`src/rtl/ysyx_22050598_line_mem_bridge_pkg.sv`:
```
// Shared widths, FSM state encodings and beat-request record for the line/memory bridge.
// The write path is compiled in only when YSYX_22050598_LINE_WRITE_EN is defined.
package ysyx_22050598_line_mem_bridge_pkg;

   localparam int LINE_W = 128;
   localparam int BEAT_W = 64;
   localparam int ADDR_W = 64;
   localparam int STRB_W = BEAT_W / 8;
   localparam int TAG_W  = ADDR_W - 4;

   localparam logic [2:0] ST_IDLE    = 3'd0;
   localparam logic [2:0] ST_RD_REQ  = 3'd1;
   localparam logic [2:0] ST_RD_WAIT = 3'd2;
   localparam logic [2:0] ST_WR_REQ  = 3'd3;
   localparam logic [2:0] ST_DONE    = 3'd4;
   localparam logic [2:0] ST_HOLD    = 3'd5;

   typedef struct packed {
      logic              valid;
      logic              we;
      logic [ADDR_W-1:0] addr;
      logic [BEAT_W-1:0] wdata;
      logic [STRB_W-1:0] wstrb;
   } bus_req_t;

   // Beat 0 sits at offset 0 of the 16-byte line, beat 1 at offset 8.
   function automatic logic [ADDR_W-1:0] beat_addr(input logic [TAG_W-1:0] line,
                                                   input logic            beat);
      return {line, beat, 3'b000};
   endfunction

endpackage

```
`src/rtl/ysyx_22050598_line_mem_bridge_dfflr.sv`:
```
// Generic load-enabled register with asynchronous active-low clear; the bridge builds all
// of its state (FSM, beat, address, line buffers, error flag) from this cell.
module ysyx_22050598_sirv_gnrl_dfflr #(
   parameter int DW = 32
) (
   input  logic          clk,
   input  logic          rst_n,
   input  logic          lden,
   input  logic [DW-1:0] dnxt,
   output logic [DW-1:0] qout
);

   always_ff @(posedge clk or negedge rst_n) begin
      if (!rst_n) begin
         qout <= '0;
      end else if (lden) begin
         qout <= dnxt;
      end
   end

endmodule

```
`src/rtl/ysyx_22050598_line_mem_bridge.sv`:
```
// Splits 128-bit cache line refills/writebacks into two 64-bit bus beats.
// Define YSYX_22050598_LINE_WRITE_EN to build the writeback path; otherwise writebacks error out.
//
//   state    | meaning
//   IDLE     | waiting for a line request (write has priority)
//   RD_REQ   | presenting a read beat request, waiting for bus_ready
//   RD_WAIT  | read beat accepted, waiting for bus_rvalid
//   WR_REQ   | presenting a write beat, waiting for bus_ready
//   DONE     | one-cycle mem_req_ready pulse
//   HOLD     | one dead cycle so the requester can drop its request
module ysyx_22050598_line_mem_bridge
   import ysyx_22050598_line_mem_bridge_pkg::*;
(
   input  logic              clk,
   input  logic              rst,
   input  logic              mem_req_r,
   input  logic              mem_req_w,
   input  logic [ADDR_W-1:0] mem_req_addr,
   input  logic [LINE_W-1:0] mem_w_data,
   output logic [LINE_W-1:0] mem_r_data,
   output logic              mem_req_ready,
   output logic              bus_valid,
   input  logic              bus_ready,
   output logic              bus_we,
   output logic [ADDR_W-1:0] bus_addr,
   output logic [BEAT_W-1:0] bus_wdata,
   output logic [STRB_W-1:0] bus_wstrb,
   input  logic              bus_rvalid,
   input  logic [BEAT_W-1:0] bus_rdata,
   output logic              bridge_err
);

   logic [2:0]       state_r;
   logic [2:0]       state_nxt;
   logic             beat_r;
   logic             beat_nxt;
   logic [TAG_W-1:0] line_addr_r;
   logic             accept;
   logic             rlo_en;
   logic             rhi_en;
   logic             err_set;
   bus_req_t         bus_req;

   always_comb begin
      state_nxt = state_r;
      beat_nxt  = beat_r;
      accept    = 1'b0;
      rlo_en    = 1'b0;
      rhi_en    = 1'b0;
      err_set   = 1'b0;
      case (state_r)
         ST_IDLE: begin
            if (mem_req_w) begin
               accept   = 1'b1;
               beat_nxt = 1'b0;
`ifdef YSYX_22050598_LINE_WRITE_EN
               state_nxt = ST_WR_REQ;
`else
               state_nxt = ST_DONE;
               err_set   = 1'b1;
`endif
            end else if (mem_req_r) begin
               accept    = 1'b1;
               beat_nxt  = 1'b0;
               state_nxt = ST_RD_REQ;
            end
         end
         ST_RD_REQ: begin
            if (bus_ready) begin
               state_nxt = ST_RD_WAIT;
            end
         end
         ST_RD_WAIT: begin
            if (bus_rvalid) begin
               if (!beat_r) begin
                  rlo_en    = 1'b1;
                  beat_nxt  = 1'b1;
                  state_nxt = ST_RD_REQ;
               end else begin
                  rhi_en    = 1'b1;
                  state_nxt = ST_DONE;
               end
            end
         end
         ST_WR_REQ: begin
`ifdef YSYX_22050598_LINE_WRITE_EN
            if (bus_ready) begin
               if (!beat_r) begin
                  beat_nxt = 1'b1;
               end else begin
                  state_nxt = ST_DONE;
               end
            end
`else
            state_nxt = ST_IDLE;
`endif
         end
         ST_DONE: begin
            state_nxt = ST_HOLD;
         end
         ST_HOLD: begin
            state_nxt = ST_IDLE;
         end
         default: begin
            state_nxt = ST_IDLE;
         end
      endcase
   end

   ysyx_22050598_sirv_gnrl_dfflr #(.DW(3)) u_state (
      .clk   (clk),
      .rst_n (rst),
      .lden  (1'b1),
      .dnxt  (state_nxt),
      .qout  (state_r)
   );

   ysyx_22050598_sirv_gnrl_dfflr #(.DW(1)) u_beat (
      .clk   (clk),
      .rst_n (rst),
      .lden  (1'b1),
      .dnxt  (beat_nxt),
      .qout  (beat_r)
   );

   ysyx_22050598_sirv_gnrl_dfflr #(.DW(TAG_W)) u_line_addr (
      .clk   (clk),
      .rst_n (rst),
      .lden  (accept),
      .dnxt  (mem_req_addr[ADDR_W-1:4]),
      .qout  (line_addr_r)
   );

   ysyx_22050598_sirv_gnrl_dfflr #(.DW(BEAT_W)) u_rline_lo (
      .clk   (clk),
      .rst_n (rst),
      .lden  (rlo_en),
      .dnxt  (bus_rdata),
      .qout  (mem_r_data[BEAT_W-1:0])
   );

   ysyx_22050598_sirv_gnrl_dfflr #(.DW(BEAT_W)) u_rline_hi (
      .clk   (clk),
      .rst_n (rst),
      .lden  (rhi_en),
      .dnxt  (bus_rdata),
      .qout  (mem_r_data[LINE_W-1:BEAT_W])
   );

   ysyx_22050598_sirv_gnrl_dfflr #(.DW(1)) u_err (
      .clk   (clk),
      .rst_n (rst),
      .lden  (err_set),
      .dnxt  (1'b1),
      .qout  (bridge_err)
   );

`ifdef YSYX_22050598_LINE_WRITE_EN
   logic [LINE_W-1:0] wline_r;
   logic              unused_addr_lsb;

   ysyx_22050598_sirv_gnrl_dfflr #(.DW(LINE_W)) u_wline (
      .clk   (clk),
      .rst_n (rst),
      .lden  (accept),
      .dnxt  (mem_w_data),
      .qout  (wline_r)
   );

   assign unused_addr_lsb = ^mem_req_addr[3:0];
`else
   logic unused_inputs;

   assign unused_inputs = ^{mem_w_data, mem_req_addr[3:0]};
`endif

   // Bus outputs decode purely from registered state, so they are zero outside beat states.
   always_comb begin
      bus_req = '0;
      if (state_r == ST_RD_REQ) begin
         bus_req.valid = 1'b1;
         bus_req.addr  = beat_addr(line_addr_r, beat_r);
      end
`ifdef YSYX_22050598_LINE_WRITE_EN
      else if (state_r == ST_WR_REQ) begin
         bus_req.valid = 1'b1;
         bus_req.we    = 1'b1;
         bus_req.addr  = beat_addr(line_addr_r, beat_r);
         bus_req.wdata = beat_r ? wline_r[LINE_W-1:BEAT_W] : wline_r[BEAT_W-1:0];
         bus_req.wstrb = '1;
      end
`endif
   end

   assign bus_valid     = bus_req.valid;
   assign bus_we        = bus_req.we;
   assign bus_addr      = bus_req.addr;
   assign bus_wdata     = bus_req.wdata;
   assign bus_wstrb     = bus_req.wstrb;
   assign mem_req_ready = (state_r == ST_DONE);

endmodule
```
`config.mk`:
```
export PLATFORM = sky130hd
export DESIGN_NAME = ysyx_22050598_line_mem_bridge
export DESIGN_NICKNAME = d
export VERILOG_FILES = /design/src/rtl/ysyx_22050598_line_mem_bridge_pkg.sv /design/src/rtl/ysyx_22050598_line_mem_bridge_dfflr.sv /design/src/rtl/ysyx_22050598_line_mem_bridge.sv
export SDC_FILE = /design/constraint.sdc
export NUM_CORES = 1
export LEC_CHECK = 0
export CORE_AREA = 2 2 208 210
export DETAILED_ROUTE_END_ITERATION = 8
export DIE_AREA = 0 0 210 212
export PLACE_DENSITY = 0.59
export SYNTH_ARGS = -nofsm -noshare
export SYNTH_HDL_FRONTEND = slang
export SYNTH_SLANG_ARGS = --single-unit
```
`constraint.sdc`:
```
create_clock -name clk -period 1.9 [get_ports clk]
set_input_delay 0.57 -clock clk [delete_from_list [all_inputs] [get_ports clk]]
set_output_delay 0.57 -clock clk [all_outputs]
set_load 0.005 [all_outputs]
```
==> results of run 1 <==
[logic make-up (layout without fill, tap and decap cells)]
kind of cell           after synthesis  in the layout  synth area share
DFF                                193            193             0.564
muxes                              189            189             0.275
buffers and inverters              106            451            0.0941
and+or+nand+nor                     79             80            0.0582
AOI/OAI and AO/OA                   10             10           0.00833
other                                1             76          0.000438
[synthesized netlist by cell type, drive strengths merged, types with 2 or more instances]
cell type	number
nor2	4
nand3b	2
nand2	3
and2	62
o21ai	2
clkbuf	8
buf	97
dfrtp	193
nor3b	3
mux2	189
a21o	2
[power by group through the flow]
| stage | sequential, uW | clock (uW) | combinational [uW] |
|---|---|---|---|
| 2_1_floorplan | 6520 | 0 | 3230 |
| 3_3_place_gp | 6570 | 0 | 7280 |
| 3_5_place_dp | 6640 | 0 | 7340 |
| 4_1_cts | 6570 | 3850 | 8420 |
| 5_1_grt | 6840 | 3990 | 9500 |
| 6_report | 6600 | 3660 | 8830 |
[registers in the layout, summed over array words and instances (netlist names)]
register / cells
u_rline_hi.qout: 64
u_line_addr.qout: 60
u_state.qout: 3
u_rline_lo.qout: 64
u_beat.qout: 1
u_err.qout: 1
[worst max-delay path: stages, from the launching register on]
cell and delay, ps:
dfrtp_1 410, nor3b_4 230, buf_12 160, buf_6 110, buf_12 120, buf_6 100, and2_4 130, buf_6 80
[how the worst max path moves through the flow]
stage | from | end
floorplan | u_state.qout[1] | bus_addr[54]
global placement | bus_rvalid | u_rline_lo.qout[2]
detailed placement | bus_rvalid | u_rline_lo.qout[63]
CTS | u_state.qout[2] | bus_addr[36]
global route | u_state.qout[1] | bus_addr[30]
finish | u_state.qout[1] | bus_addr[56]
[layout by cell type, fill, tap and decap left out, types with 3 or more instances in the layout]
cell             instances
and2_1                   9
clkdlybuf4s50_1        128
and2_4                  53
dlygate4sd2_1          129
buf_8                    5
dfrtp_1                193
buf_16                  15
clkinv_4                 5
nor2_1                   3
buf_12                  18
buf_6                   72
inv_6                    4
buf_4                   31
clkbuf_16               25
mux2_4                  64
mux2_1                 124
conb_1                  76
buf_2                    8
[per-layer routing]
metal	track usage	share of wire	vias to the layer above
met5	0	0.00038	-
met4	0.0477	0.018	2
met3	0.0592	0.094	31
met2	0.184	0.50	258
met1	0.124	0.39	2929
li1	-	-	2645
[final cells by class]
type	instances	area [sq um]
Tap cell	546	683
Inverter	1	3.75
Clock buffer	18	439
Multi-Input combinational cell	355	3440
Clock inverter	14	146
Sequential cell	193	4830
Fill cell	4249	28400
Timing Repair Buffer	418	4590
[metrics by stage]
| stage | hold WS (ps) | TNS (ps) | setup WS [ps] | power (uW) |
|---|---|---|---|---|
| 2_1_floorplan | 274 | 0 | 31.5 | 9750 |
| 3_3_place_gp | 451 | -77860 | -485 | 13900 |
| 3_5_place_dp | 454 | -79240 | -478 | 14000 |
| 4_1_cts | 479 | -40870 | -570 | 18800 |
| 5_1_grt | 499 | -60090 | -629 | 20300 |
| 6_report | 471 | -41630 | -509 | 19100 |
[timing repair]
item	in CTS	in global routing
resized for setup	513	38
buffers inserted	41	5
hold endpoints to repair	20	0
pin swaps	47	7
gates cloned	12	12
hold buffers	1	0
endpoints found under the setup margin	256	232
==> results.md, run 1 <==
- The data arrival time of the worst path is 1840 ps.
- The instance count after placement with tap cells included is 1,445.
- The sequential fraction of the synthesis area is 0.564.
- The routed wire length per instance is 16.8 um.
- STA classifies the critical path endpoint as a primary output.
- In this run, synthesis inferred 0 flip-flops with an integrated enable.
- The master cell of the clock root buffer is clkbuf_16.
- The cell count of the worst hold path is 1.
- The number of standard cells in the layout, taps in and fillers out is 1,545.
- The number of different library cells used by synthesis comes to 30.
- A synthesized cell averages 14.8 sq um.
- The number of global-route vias before repair is 6,210.
- The clock arrives with 6.24 ps of skew.
- The congestion estimate from routability-driven global placement came to 0.723.
- The biggest area contributor in the post-synthesis netlist is dfrtp_1.
- After detailed placement, the total cell area comes to 0.0123 sq mm.
- At the later pin of the worst-skew pair, clock insertion delay measures 480 ps.
- The share of final-layout standard cells stronger than drive strength 1 is 0.319.
- In this run the most critical hold path is launched from u_err.qout.
- The internal portion of total power is 13,400 uW.
- The die span in x is 210 um.
- 530 I/O pins were placed.
- The count of final max-slew check failures is 0.
- The site row count is 76.
- The count of state elements after synthesis is 193.
- Yosys printed 0 warnings.
- The count of nets left with antenna violations once routing finished came out at 0.
- The total count of hold-check failures in the final report is 0.
- In this run the static leakage power is 0.00712 uW.
- The buffer levels on the longest clock path is 2.
- In this run, CTS created clock tree buffers numbering 17.
- The initial DRC count is 162.
- In this run the worst hold path is classified as flip-flop to flip-flop.
- The number of standard cells after synthesis is 578.
- Across all setup checks in the final design, the least slack found is -509 ps.
- The worst register-to-register path begins at u_state.qout[1].
- The predominant post-synthesis flop cell is dfrtp_1.
- The share of the synthesized area in the top cell type is 0.564.
- After routing the design area is 0.0141 sq mm.
- The setup slack of the worst register-to-register path is -260 ps.
- Of the total power, the clock network draws 0.192.
- The wire length of the first global-routing pass is 37,200 um.
- In the global route stage, overall resource usage came out at 0.113.
- Power spread over the standard cell area amounts to 1350 mW/mm^2.
- The count of port buffers added during placement is 321.
- In the routed layout, each cell is associated on average with a via count of 3.80.
- Measured in cells, the most critical reg-to-reg path has a length of 7.
- Timing would allow up to 415 MHz.
- Setup violations remaining at the end of the flow were counted as 191.
- The terminating pin of the worst hold path is u_err.qout.
- The number of antenna violations at the first check in global routing is 1.
- The HPWL after detailed placement is 16,500 um.
- The capture instance of the worst register-to-register path is u_rline_lo.qout[61].
- The utilization of the core after routing is 0.332.
- The synthesized netlist occupies a cell area of 0.00856 sq mm.
- Yosys attributes the largest share of cell area to dfrtp_1 (56%), mux2_1 (17%), mux2_4 (11%).
- The run finished, with violations left.
- For this run, the post-layout net count is 1,248.
- The starting density of the core is 0.201.
- TritonCTS built the clock tree.
- The checks that failed: setup timing.
- The length of the first detailed-routing pass in iterations is 4.
- The overall via count from detail_route is 5,865.
- The register share of total power is 0.346.
- Of the total power, combinational logic draws 0.463.
- The clock transition time at the flip-flop clock pins of the worst setup and hold paths is 70 ps.
- In the synthesized netlist the async set-or-reset flop fraction comes to 1.00.
- The wire length after detailed routing is 26,000 um.
- The chip height is 212 um.
- Relative to the synthesized area, the layout overhead comes to 65.0%.
- The maximum vdd ir drop is 0.888 mV.
- The number of max-cap violations is 0.
- Setup repair after global routing could not meet its margin everywhere.
- The H-tree was split into 4 levels.
- The type of the worst setup path is flip-flop to primary output.
- The shortest period the worst path allows is 2410 ps.
- The core region area is 0.0425 sq mm.
- The diode insertion count for antenna repair is 0.
- The net switching power figure is 5670 uW.
- The highest fanout seen on the critical path is 7.
- Of the total power, the share spent switching nets is 0.297.
- Global routing finished with a remaining overflow of 0.
- STA puts the critical path data required time at 1330 ps.
- The number of remaining DRC errors is 0.
- The largest net degree at the start of global routing is 65.
- The floorplan step defined a die boundary enclosing 0.0445 sq mm.
- The total clock sinks is 193.
- The type of element launching the critical path is a flip-flop.
- Dividing the final minimum period by the clock period gives 1.27.
Power figures use the tool's default switching activity.
==> run 2: changes to the inputs <==
- CTS_BUF_LIST: default -> sky130_fd_sc_hd__clkbuf_16
==> run 2 against run 1 <==
The flow still finishes with violations (setup timing); global-route usage is the same; critical endpoint unchanged; utilization about the same; highest routed layer unchanged; critical path depth did not move; sequential share of layout area hardly changed; design area is essentially flat.
==> results.md, run 2 (same netlist as run 1, synthesis figures left out) <==
- The count of final max-slew check failures is 0 (unchanged).
- The clock transition time at the flip-flop clock pins of the worst setup and hold paths is 70 ps (about the same).
- The type of element launching the critical path is a flip-flop (unchanged).
- The master cell of the clock root buffer is clkbuf_16 (unchanged).
- The post-route fraction of the period consumed by the critical path is 1.27 (about the same).
- The register area is 0.00483 sq mm (unchanged).
- The terminating pin of the worst hold path is u_err.qout (unchanged).
- The data arrival time of the worst path came to 1840 ps (about the same).
- Top Registers: u_rline_hi.qout (64), u_rline_lo.qout (64), u_line_addr.qout (60) (unchanged).
- The highest fanout seen on the critical path is 7 (unchanged).
- The share of final-layout standard cells stronger than drive strength 1 is 0.318 (was 0.319).
- The required time at the worst-slack endpoint came to 1330 ps (about the same).
- The number of setup violations in the final report came to 191 (unchanged).
- The total clock sinks is 193 (unchanged).
- The total I/O pin count is 530 (unchanged).
- The overall via count from detail_route was 5,869 (was 5,865).
- The TritonCTS clock tree is done (unchanged).
- The full die area is 0.0445 sq mm (unchanged).
- The filler cell count is 4,250 (was 4,249).
- The number of nets with antenna violations after routing is 0 (unchanged).
- The length of the first detailed-routing pass in iterations is 4 (unchanged).
- The startpoint of the lowest-slack hold path is u_err.qout (unchanged).
- The site row count is 76 (unchanged).
- The buffer levels on the longest clock path is 2 (unchanged).
- The combinational power share is 0.464 (was 0.463).
- The H-tree level count came to 4 (unchanged).
- The type of the worst setup path is flip-flop to primary output (unchanged).
- The area occupied by multi-input gates is 0.00344 sq mm (unchanged).
- The aggregate global-route resource usage is 0.113 (unchanged).
- The total power consumption of the routed design was 19,000 uW (was 19,100 uW).
- The wire length of the first global-routing pass is 37,200 um (unchanged).
- The signed area change from the synthesized netlist to the final layout is 64.9% (was 65.0%).
- The cell type with the highest occurrence count on the critical path was buf_6 (unchanged).
- The number of global-route vias before repair came to 6,210 (unchanged).
- The largest stage delay on the critical path is 410 ps (about the same).
- The net count reported at finish was 1,248 (unchanged).
- The largest net degree at the start of global routing was 65 (unchanged).
- The peak clock frequency supported by timing is 415 MHz (about the same).
- The total count of hold-check failures in the final report is 0 (unchanged).
- The capture instance of the worst register-to-register path is u_rline_lo.qout[61] (unchanged).
- The die span in x is 210 um (unchanged).
- The worst setup slack after placement came to -478 ps (unchanged).
- The number of max-cap violations is 0 (unchanged).
- The wire length after detailed routing is 26,000 um (about the same).
- The endpoint type of the worst setup path is a primary output (unchanged).
- The HPWL after detailed placement is 16,500 um (unchanged).
- The power density relative to cell area is 1350 mW/mm^2 (about the same).
- The clock latency of the later-clocked register in the worst-skew pair was 480 ps (about the same).
- The initial DRC count came to 165 (was 162).
- The cell count of the worst hold path came to 1 (unchanged).
- Unrepaired setup endpoints after global routing: true (unchanged).
- The ratio of routed vias to standard cells is 3.80 (about the same).
- The setup slack of the worst register-to-register path came to -260 ps (about the same).
- The routed wire length per instance was 16.8 um (about the same).
- The net switching power figure is 5670 uW (about the same).
- The class of the most critical hold timing path is flip-flop to flip-flop (unchanged).
- The static leakage is 0.00712 uW (about the same).
- The shortest period the worst path allows came to 2410 ps (about the same).
- The final worst-path setup slack was -508 ps (was -509 ps).
- The count of port buffers added during placement is 321 (unchanged).
- The launching point of the worst reg2reg path is u_state.qout[1] (unchanged).
- Result of the run: complete, but fails checks (unchanged).
- The register share of total power is 0.347 (was 0.346).
- The core region area is 0.0425 sq mm (unchanged).
- The chip height was 212 um (unchanged).
- The number of remaining DRC errors was 0 (unchanged).
- The commonest non-fill, non-tap cell in the layout is dfrtp_1 (unchanged).
- The internal portion of total power was 13,400 uW (about the same).
- The starting density of the core was 0.201 (unchanged).
- Violations in the final reports: setup timing (unchanged).
- The maximum vdd ir drop is 0.888 mV (about the same).
- The relative contribution of the clock network to total power is 0.190 (was 0.192).
- The total clock buffers created by CTS is 17 (unchanged).
- The slowest library cell on the worst path is dfrtp_1 (unchanged).
- The clock skew after layout came to 6.24 ps (about the same).
- The cell family with the largest share of critical-path delay is buffers and inverters (unchanged).
- The total global routing overflow came to 0 (unchanged).
- The critical path buffer and inverter count is 5 (unchanged).
- The diode insertion count for antenna repair is 0 (unchanged).
- Commonest cells after routing, fill and taps aside: dfrtp_1 (193), dlygate4sd2_1 (129), clkdlybuf4s50_1 (128) (unchanged).
- The switching part of the total power is 0.298 (was 0.297).
- The utilization of the core after routing is 0.332 (about the same).
- The final RePlAce weighted congestion is 0.723 (unchanged).
- The depth of the worst register-to-register path came to 7 (unchanged).
- Critical Path, Cell by Cell: nor3b_4 > buf_12 > buf_6 > buf_12 > buf_6 > and2_4 > buf_6 (unchanged).
- The number of antenna violations at the first check in global routing is 1 (unchanged).
-- run 2: cell types whose count changed in the layout (fill, tap and decap cells not counted) --
cell,previous run,this run
clkbuf_8,2,1
clkinv_1,0,1
-- run 2: worst register-to-register path, cell delays in order, from the launching register on --
cell and delay (ps):
dfrtp_1 390, buf_4 230, nand2b_4 70, or4b_4 580
buf_12 180, buf_6 160, buf_16 140, mux2_4 290
-- run 2: metrics by stage --
stage          hold slack, ps  cells  area [sq um]  setup TNS (ps)
2_1_floorplan             274    653          8840               0
3_3_place_gp              451   1445         12300          -77860
3_5_place_dp              454   1445         12300          -79240
4_1_cts                   479   1531         13700          -40880
5_1_grt                   499   1545         14100          -60100
6_report                  471   1545         14100          -41450
-- run 2: power groups by stage --
stage / registers, uW / clock network, uW / logic (uW)
floorplan: 6520 / 0 / 3230
global placement: 6570 / 0 / 7280
detailed placement: 6640 / 0 / 7340
CTS: 6570 / 3810 / 8420
global route: 6840 / 3940 / 9500
finish: 6600 / 3610 / 8830
-- run 2: layout make-up --
class | count | share of cell area
multi-input cells | 355 | 0.244
clock buffers | 17 | 0.0301
flip-flops and latches | 193 | 0.342
clock inverters | 15 | 0.0106
well taps | 546 | 0.0484
inverters | 1 | 0.000266
repair buffers | 418 | 0.325
-- run 2: worst max path at each step --
stage                               end  slack [ps]             from  cells past startpoint
floorplan                  bus_addr[54]          30  u_state.qout[1]                      4
global placement     u_rline_lo.qout[2]        -480       bus_rvalid                      4
detailed placement  u_rline_lo.qout[63]        -480       bus_rvalid                      4
CTS                        bus_addr[36]        -570  u_state.qout[2]                      7
global route               bus_addr[30]        -630  u_state.qout[1]                      7
finish                     bus_addr[56]        -510  u_state.qout[1]                      7
-- run 2: repair_timing --
item,4_1_cts,5_1_grt
resized for setup,513,38
buffers inserted,41,5
endpoints found under the setup margin,256,232
hold buffers,1,0
endpoints found under the hold margin,20,0
cloned,12,12
pin swaps,47,7
-- run 2: layer usage --
| metal | part of all wire | vias up | global-route usage |
|---|---|---|---|
| met5 | 0.00038 | - | 0 |
| met4 | 0.018 | 2 | 0.0477 |
| met3 | 0.094 | 31 | 0.0592 |
| met2 | 0.50 | 258 | 0.184 |
| met1 | 0.39 | 2930 | 0.124 |
| li1 | - | 2648 | - |
